**src/rtl/fsm_eg_stim_gen_pkg.sv**
```systemverilog
`default_nettype none
// ============================================================================
// Module : fsm_eg_stim_gen_pkg
// Brief  : Shared encodings, default step table and field helpers for the
//          fsm_eg stimulus sequencer and its golden model.
// Rev    : 1.0  initial release
// ============================================================================
package fsm_eg_stim_gen_pkg;

  // Sequencer states
  typedef enum logic [1:0] {
    SEQ_IDLE   = 2'd0,
    SEQ_DRIVE  = 2'd1,
    SEQ_FINISH = 2'd2
  } seq_state_e;

  // States of the fsm_eg device under stimulus
  typedef enum logic [1:0] {
    EG_S0 = 2'd0,
    EG_S1 = 2'd1,
    EG_S2 = 2'd2
  } eg_state_e;

  localparam int unsigned FSM_EG_DEF_STEPS  = 8;
  localparam int unsigned FSM_EG_DEF_HOLD_W = 4;

  // Default table, step 7 in the MSBs. Each step is {a, b, hold[3:0]}.
  localparam logic [47:0] FSM_EG_DEF_PATTERN = {
    6'b11_0001,  // step 7
    6'b00_0100,  // step 6
    6'b10_0000,  // step 5
    6'b01_0010,  // step 4
    6'b11_0000,  // step 3
    6'b10_0011,  // step 2
    6'b00_0001,  // step 1
    6'b11_0010   // step 0
  };

  // Field offsets inside one step relative to that step's LSB
  function automatic int unsigned field_lsb(input int unsigned idx, input int unsigned hold_w);
    return idx * (hold_w + 2);
  endfunction

  function automatic int unsigned field_b_ofs(input int unsigned hold_w);
    return hold_w;
  endfunction

  function automatic int unsigned field_a_ofs(input int unsigned hold_w);
    return hold_w + 1;
  endfunction

endpackage
`default_nettype wire

```
**src/rtl/fsm_eg_stim_gen_model.sv**
```systemverilog
`default_nettype none
// ============================================================================
// Module : fsm_eg_stim_gen_model
// Brief  : Golden three-state fsm_eg model (Mealy y0, Moore yl), used as the
//          response reference by the stimulus sequencer.
// Rev    : 1.0  initial release
// ============================================================================
module fsm_eg_stim_gen_model
  import fsm_eg_stim_gen_pkg::*;
(
  input  logic clk_i,
  input  logic rst_ni,
  input  logic a_i,
  input  logic b_i,
  output logic y0_o,
  output logic yl_o
);

  eg_state_e state_q, state_d;

  // State register, returns to S0 on reset
  always_ff @(posedge clk_i or negedge rst_ni) begin
    if (!rst_ni) begin
      state_q <= EG_S0;
    end else begin
      state_q <= state_d;
    end
  end

  // Transitions plus Mealy y0 (S0 with a&b) and Moore yl (S1/S2)
  always_comb begin
    state_d = state_q;
    y0_o    = 1'b0;
    yl_o    = 1'b0;
    case (state_q)
      EG_S0: begin
        if (a_i && b_i) begin
          state_d = EG_S2;
          y0_o    = 1'b1;
        end else if (a_i) begin
          state_d = EG_S1;
        end
      end
      EG_S1: begin
        yl_o = 1'b1;
        if (a_i) begin
          state_d = EG_S0;
        end
      end
      EG_S2: begin
        yl_o    = 1'b1;
        state_d = EG_S0;
      end
      default: state_d = EG_S0;
    endcase
  end

endmodule
`default_nettype wire

```
**src/rtl/fsm_eg_stim_gen.sv**
```systemverilog
`default_nettype none
// ============================================================================
// Module : fsm_eg_stim_gen
// Brief  : Table-driven stimulus sequencer for fsm_eg. Plays a packed step
//          table onto registered a/b, counts y0/yl pulses per run and,
//          when FSM_EG_CHECK_EN is defined, checks responses against a
//          golden fsm_eg model.
// Macro  : FSM_EG_CHECK_EN - enables the response checker
// Rev    : 1.0  initial release
// ============================================================================
module fsm_eg_stim_gen
  import fsm_eg_stim_gen_pkg::*;
#(
  parameter int unsigned                     NUM_STEPS = FSM_EG_DEF_STEPS,
  parameter int unsigned                     HOLD_W    = FSM_EG_DEF_HOLD_W,
  parameter logic [NUM_STEPS*(HOLD_W+2)-1:0] PATTERN   = FSM_EG_DEF_PATTERN
) (
  input  logic       clk_i,
  input  logic       rst_ni,
  input  logic       start_i,
  input  logic       y0_i,
  input  logic       yl_i,
  output logic       a_o,
  output logic       b_o,
  output logic       busy_o,
  output logic       done_o,
  output logic [3:0] step_idx_o,
  output logic [7:0] y0_cnt_o,
  output logic [7:0] yl_cnt_o,
  output logic       mismatch_o,
  output logic [3:0] err_step_o
);

  localparam logic [3:0] LAST_IDX = 4'(NUM_STEPS - 1);

  // Unpacked view of the table, padded to 16 entries so a 4-bit index
  // always lands on a defined entry
  logic [HOLD_W-1:0] tbl_hold [16];
  logic              tbl_a    [16];
  logic              tbl_b    [16];

  for (genvar gi = 0; gi < 16; gi++) begin : g_tbl
    if (gi < NUM_STEPS) begin : g_used
      localparam int unsigned LSB = field_lsb(gi, HOLD_W);
      assign tbl_hold[gi] = PATTERN[LSB +: HOLD_W];
      assign tbl_a[gi]    = PATTERN[LSB + field_a_ofs(HOLD_W)];
      assign tbl_b[gi]    = PATTERN[LSB + field_b_ofs(HOLD_W)];
    end else begin : g_unused
      assign tbl_hold[gi] = '0;
      assign tbl_a[gi]    = 1'b0;
      assign tbl_b[gi]    = 1'b0;
    end
  end

  seq_state_e        state_q,    state_d;
  logic              a_q,        a_d;
  logic              b_q,        b_d;
  logic [3:0]        step_idx_q, step_idx_d;
  logic [HOLD_W-1:0] hold_q,     hold_d;
  logic [7:0]        y0_cnt_q,   y0_cnt_d;
  logic [7:0]        yl_cnt_q,   yl_cnt_d;
  logic              mismatch_q, mismatch_d;
  logic [3:0]        err_step_q, err_step_d;

  // High when the sampled response differs from the golden model
  logic resp_diff;

`ifdef FSM_EG_CHECK_EN
  logic model_y0;
  logic model_yl;

  // The model sees exactly the registered a/b the real device sees
  fsm_eg_stim_gen_model u_model (
    .clk_i  (clk_i),
    .rst_ni (rst_ni),
    .a_i    (a_q),
    .b_i    (b_q),
    .y0_o   (model_y0),
    .yl_o   (model_yl)
  );

  assign resp_diff = (y0_i != model_y0) || (yl_i != model_yl);
`else
  assign resp_diff = 1'b0;
`endif

  // Sequencer registers, all cleared asynchronously
  always_ff @(posedge clk_i or negedge rst_ni) begin
    if (!rst_ni) begin
      state_q    <= SEQ_IDLE;
      a_q        <= 1'b0;
      b_q        <= 1'b0;
      step_idx_q <= 4'd0;
      hold_q     <= '0;
      y0_cnt_q   <= 8'd0;
      yl_cnt_q   <= 8'd0;
      mismatch_q <= 1'b0;
      err_step_q <= 4'd0;
    end else begin
      state_q    <= state_d;
      a_q        <= a_d;
      b_q        <= b_d;
      step_idx_q <= step_idx_d;
      hold_q     <= hold_d;
      y0_cnt_q   <= y0_cnt_d;
      yl_cnt_q   <= yl_cnt_d;
      mismatch_q <= mismatch_d;
      err_step_q <= err_step_d;
    end
  end

  // Next-state: start acceptance, step advance, counting and checking
  always_comb begin
    state_d    = state_q;
    a_d        = a_q;
    b_d        = b_q;
    step_idx_d = step_idx_q;
    hold_d     = hold_q;
    y0_cnt_d   = y0_cnt_q;
    yl_cnt_d   = yl_cnt_q;
    mismatch_d = mismatch_q;
    err_step_d = err_step_q;
    case (state_q)
      SEQ_IDLE: begin
        a_d = 1'b0;
        b_d = 1'b0;
        if (start_i) begin
          state_d    = SEQ_DRIVE;
          step_idx_d = 4'd0;
          hold_d     = tbl_hold[0];
          a_d        = tbl_a[0];
          b_d        = tbl_b[0];
          y0_cnt_d   = 8'd0;
          yl_cnt_d   = 8'd0;
          mismatch_d = 1'b0;
          err_step_d = 4'd0;
        end
      end
      SEQ_DRIVE: begin
        if (y0_i && (y0_cnt_q != 8'hFF)) begin
          y0_cnt_d = y0_cnt_q + 8'd1;
        end
        if (yl_i && (yl_cnt_q != 8'hFF)) begin
          yl_cnt_d = yl_cnt_q + 8'd1;
        end
        if (resp_diff) begin
          mismatch_d = 1'b1;
          if (!mismatch_q) begin
            err_step_d = step_idx_q;
          end
        end
        if (hold_q != '0) begin
          hold_d = hold_q - 1'b1;
        end else if (step_idx_q == LAST_IDX) begin
          state_d = SEQ_FINISH;
          a_d     = 1'b0;
          b_d     = 1'b0;
        end else begin
          step_idx_d = step_idx_q + 4'd1;
          hold_d     = tbl_hold[step_idx_q + 4'd1];
          a_d        = tbl_a[step_idx_q + 4'd1];
          b_d        = tbl_b[step_idx_q + 4'd1];
        end
      end
      SEQ_FINISH: begin
        state_d = SEQ_IDLE;
        a_d     = 1'b0;
        b_d     = 1'b0;
      end
      default: begin
        state_d = SEQ_IDLE;
        a_d     = 1'b0;
        b_d     = 1'b0;
      end
    endcase
  end

  assign a_o        = a_q;
  assign b_o        = b_q;
  assign busy_o     = (state_q == SEQ_DRIVE);
  assign done_o     = (state_q == SEQ_FINISH);
  assign step_idx_o = step_idx_q;
  assign y0_cnt_o   = y0_cnt_q;
  assign yl_cnt_o   = yl_cnt_q;
  assign mismatch_o = mismatch_q;
  assign err_step_o = err_step_q;

endmodule
`default_nettype wire

```
**config.mk**
```make
export PLATFORM = sky130hd
export DESIGN_NAME = fsm_eg_stim_gen
export DESIGN_NICKNAME = d
export VERILOG_FILES = /design/src/rtl/fsm_eg_stim_gen_pkg.sv /design/src/rtl/fsm_eg_stim_gen_model.sv /design/src/rtl/fsm_eg_stim_gen.sv
export SDC_FILE = /design/constraint.sdc
export NUM_CORES = 1
export LEC_CHECK = 0
export CAP_MARGIN = 20
export CORE_MARGIN = 2
export CORE_UTILIZATION = 30
export DETAILED_ROUTE_END_ITERATION = 10
export PLACE_DENSITY_LB_ADDON = 0.1
export SLEW_MARGIN = 30
export SYNTH_ARGS = -nofsm -noshare
export SYNTH_HDL_FRONTEND = slang
export SYNTH_SLANG_ARGS = --single-unit
```
**constraint.sdc**
```tcl
create_clock -name clk_i -period 3.1 [get_ports clk_i]
set_input_delay 0.62 -clock clk_i [delete_from_list [all_inputs] [get_ports clk_i]]
set_output_delay 0.62 -clock clk_i [all_outputs]
set_load 0.01 [all_outputs]
```
==> results.rst <==
.. list-table::
   :header-rows: 1

   * - Metric
     - Value
   * - Flip-flop and latch area
     - 701 sq um
   * - Post-synth ARST share
     - 1.00
   * - Power density cells
     - 819 nW/um^2
   * - Final non-filler cell total
     - approximately 280
   * - Area used by multi-input combinational logic
     - just under 1000 sq um
   * - Placed cell count
     - ~280
   * - Summed negative setup slack over all endpoints
     - 0 ns
   * - Worst R2R Start
     - yl_cnt_o[0]$_DFFE_PN0P_
   * - Row Count
     - 27
   * - Number of levels in the clock H-tree
     - 1
   * - Post-Syn Area per Cell
     - a little under 10 sq um
   * - Final core utilization
     - 0.380
   * - Core region area
     - around 5600 sq um
   * - Worst Path Buf+Inv
     - 2
   * - Gates resized, CTS repair
     - 0
   * - Routed wire length
     - between 4 and 5 mm
   * - Met2 usage
     - 0.229
   * - Max frequency
     - between 0.3 and 0.4 GHz
   * - Pin count of the biggest net entering global routing
     - 29
   * - Sequential fraction of the synthesis area
     - 0.400
   * - Seq cells post-synth
     - 28
   * - Post-detailed-route count of antenna-violating nets
     - 0
   * - Slew HR
     - 0.466
   * - Data required time at the worst endpoint
     - roughly 2.5 ns
   * - Maximum vdd ir drop
     - ~0.3 mV
   * - Cell accounting for the most synthesized area
     - dfrtp_1
   * - Crit path arrival time
     - ~1.9 ns
   * - Setup repair after global routing missed its margin
     - false
   * - Horizontal extent of the die
     - between 80 and 90 microns
   * - Flop-to-flop setup slack
     - roughly 1.1 ns
   * - Starting Density
     - 0.314
   * - Number of antenna violations at the first check in global routing
     - 0
   * - Met1 Track Usage GR
     - 0.173
   * - Count of buffers added by post-CTS timing repair for setup
     - 0
   * - Number of inserted diodes
     - 0
   * - Drt first-iter violations
     - 70
   * - Min-Delay Startpoint
     - y0_cnt_o[6]$_DFFE_PN0P_
   * - Highest-delay cell along the critical path
     - clkdlybuf4s50_1
   * - Mapped Area
     - around 1800 sq um
   * - Vert. Die Dim
     - 80.4 microns
   * - Transition at the pin with the smallest max-transition slack
     - roughly 0.80 ns
   * - Cell breakdown of the critical path
     - nand2b_1 -> inv_6 -> clkdlybuf4s50_1
   * - Total routing usage reported by global routing
     - 0.134
   * - Global route hottest layer
     - met2
   * - Number of hold-repair buffers added at the cts stage
     - 0
   * - Kind of end point of the critical path
     - output port
   * - Class of the worst hold path
     - reg2reg
   * - Synthesis-to-finish area growth
     - 21.1%
   * - Clock-pin slew of the registers on the worst-case setup and hold paths
     - 0.09 ns
   * - Final period utilization
     - 0.826
   * - Setup skew after layout
     - approximately 0.0034 ns
   * - Yosys warnings
     - 0
   * - Detailed-routing iteration count for the pre-antenna-repair pass
     - 7
   * - Routed length per placed instance
     - between 10 and 15 microns
   * - Post-synthesis cell count
     - 180
   * - Dpl hpwl
     - 3.04 mm
   * - Clock latency at the later pin of the worst-skew pair
     - 0.27 ns
   * - CP max FO
     - 17
   * - Hold Path Depth
     - 1
   * - End of the worst hold path
     - y0_cnt_o[6]$_DFFE_PN0P_
   * - Top-level I/O count
     - 34
   * - Final Max Tran Viols
     - 0
   * - Top post-synthesis cells by area
     - dfrtp_1, ha_1, nand3_1
   * - Met3 GRT Util
     - 0.0202
   * - Placer congestion estimate
     - roughly 0.85
   * - Ys flop type
     - dfrtp_1
   * - Number of distinct library cell variants in the gate-level netlist after synthesis
     - 52
   * - DRC Markers
     - 0
   * - Clk sink count
     - 28
   * - Vias per inst
     - 5.23
   * - Startpoint-to-endpoint class of the critical path
     - reg2out
   * - Critical path startpoint category
     - register
   * - Largest delay share family, worst path
     - buffers and inverters
   * - CP peak stage delay
     - ~0.57 ns
   * - Clock root cell
     - clkbuf_8
   * - Run status
     - finished clean
   * - Ratio of cells with drive above 1 in the final layout
     - 0.0870
   * - Worst R2R End
     - yl_cnt_o[4]$_DFFE_PN0P_
   * - Endpoints failing hold
     - 0
   * - Buffers from clock root to sink, at most
     - 2
   * - Worst reg2reg path depth
     - 5
   * - Leak Pwr
     - 0.910 nW
   * - Number of enable-type register cells in the synthesized netlist
     - 0
   * - TritonCTS clock tree
     - yes
   * - Number of fill cells
     - 573
   * - Number of global-route vias before repair
     - 1399
   * - CTS buffer count
     - 3
   * - Number of nets in the finished design
     - 223
   * - Top-area cell type share of the netlist area
     - 0.400
   * - Wire length of the first global-routing pass
     - ~6.9 mm
   * - Final setup violation count
     - 0
   * - Crit path time final
     - around 2.6 ns
   * - Total via count after detailed routing
     - ~1500
   * - Max-cap violations
     - 0
   * - Final global-route overflow total
     - 0
   * - # port buffers
     - 28
   * - Die Footprint
     - 6460 sq um
[worst max path at each step]
stage / startpoint / end / cells after the start
CTS: state_q[1]$_DFFE_PN0P_ / busy_o / 3
floorplan: step_idx_o[0]$_DFFE_PN0P_ / hold_q[3]$_DFFE_PN0P_ / 5
detailed placement: state_q[1]$_DFFE_PN0P_ / busy_o / 3
finish: state_q[1]$_DFFE_PN0P_ / busy_o / 3
global placement: state_q[1]$_DFFE_PN0P_ / busy_o / 3
global route: state_q[1]$_DFFE_PN0P_ / busy_o / 3
[through the flow]
stage / setup WS (ns) / hold slack (ns) / area, sq um / total power, W
floorplan: 1.27 / 0.324 / 1770 / 0.00118
global placement: 0.848 / 0.522 / 2080 / 0.00152
detailed placement: 0.819 / 0.533 / 2080 / 0.00154
CTS: 0.493 / 0.548 / 2120 / 0.00175
global route: 0.413 / 0.576 / 2120 / 0.00188
finish: 0.539 / 0.544 / 2120 / 0.00173
[sequential cells by signal, summed over array words and instances, names as in the netlist]
signal      count
hold_q          4
y0_cnt_o        8
state_q         2
step_idx_o      4
a_o             1
yl_cnt_o        8
b_o             1
[synth_stat cells (all sizes together) (4+ instances only)]
cell / n
dfrtp: 28
nand2: 18
nand3: 16
o21ai: 13
a21oi: 9
ha: 9
buf: 8
nor2: 8
inv: 7
a31oi: 5
and3: 4
mux2i: 4
nor3: 4
xnor2: 4
[layout by cell type (no fill, tap or decap), types with 3 or more instances in the layout]
| cell | count |
|---|---|
| clkbuf_8 | 3 |
| nor2_1 | 8 |
| xnor2_1 | 4 |
| o2bb2ai_1 | 3 |
| ha_1 | 9 |
| conb_1 | 5 |
| nand2_1 | 18 |
| nor3_1 | 3 |
| clkdlybuf4s50_1 | 28 |
| inv_1 | 5 |
| a31oi_1 | 5 |
| o21ai_0 | 13 |
| a21oi_1 | 7 |
| a21o_1 | 3 |
| nand2b_1 | 3 |
| and3_1 | 3 |
| dfrtp_1 | 28 |
| nand3_1 | 16 |
| mux2i_1 | 4 |
[cell type report]
type | instances | area share
timing repair buffer | 29 | 0.136
sequential | 28 | 0.331
tap | 72 | 0.0425
clock buffer | 3 | 0.0195
inverter | 7 | 0.0148
multi-input combinational | 140 | 0.457
[routing by layer]
| metal | part of all wire | vias to the layer above |
|---|---|---|
| li1 | - | 706 |
| met1 | 0.45 | 709 |
| met2 | 0.49 | 40 |
| met3 | 0.042 | 4 |
| met4 | 0.010 | 0 |
| met5 | 0 | - |
[kinds of logic after synthesis]
kind of cell / share of synthesized area
AOI/OAI and AO/OA: 0.216
muxes: 0.0293
other: 0.00214
buffers and inverters: 0.0550
and+or+nand+nor: 0.208
DFF: 0.400
xor gates and xnor gates: 0.0250
adders and majority gates: 0.0643
[report_power, final]
part,switching [W],internal [W],total [W]
logic,0.000411,0.000441,0.000852
registers,0.000191,0.000494,0.000685
clock network,0.000111,0.0000873,0.000198
total,0.000713,0.00102,0.00173
Power figures use the tool's default switching activity.
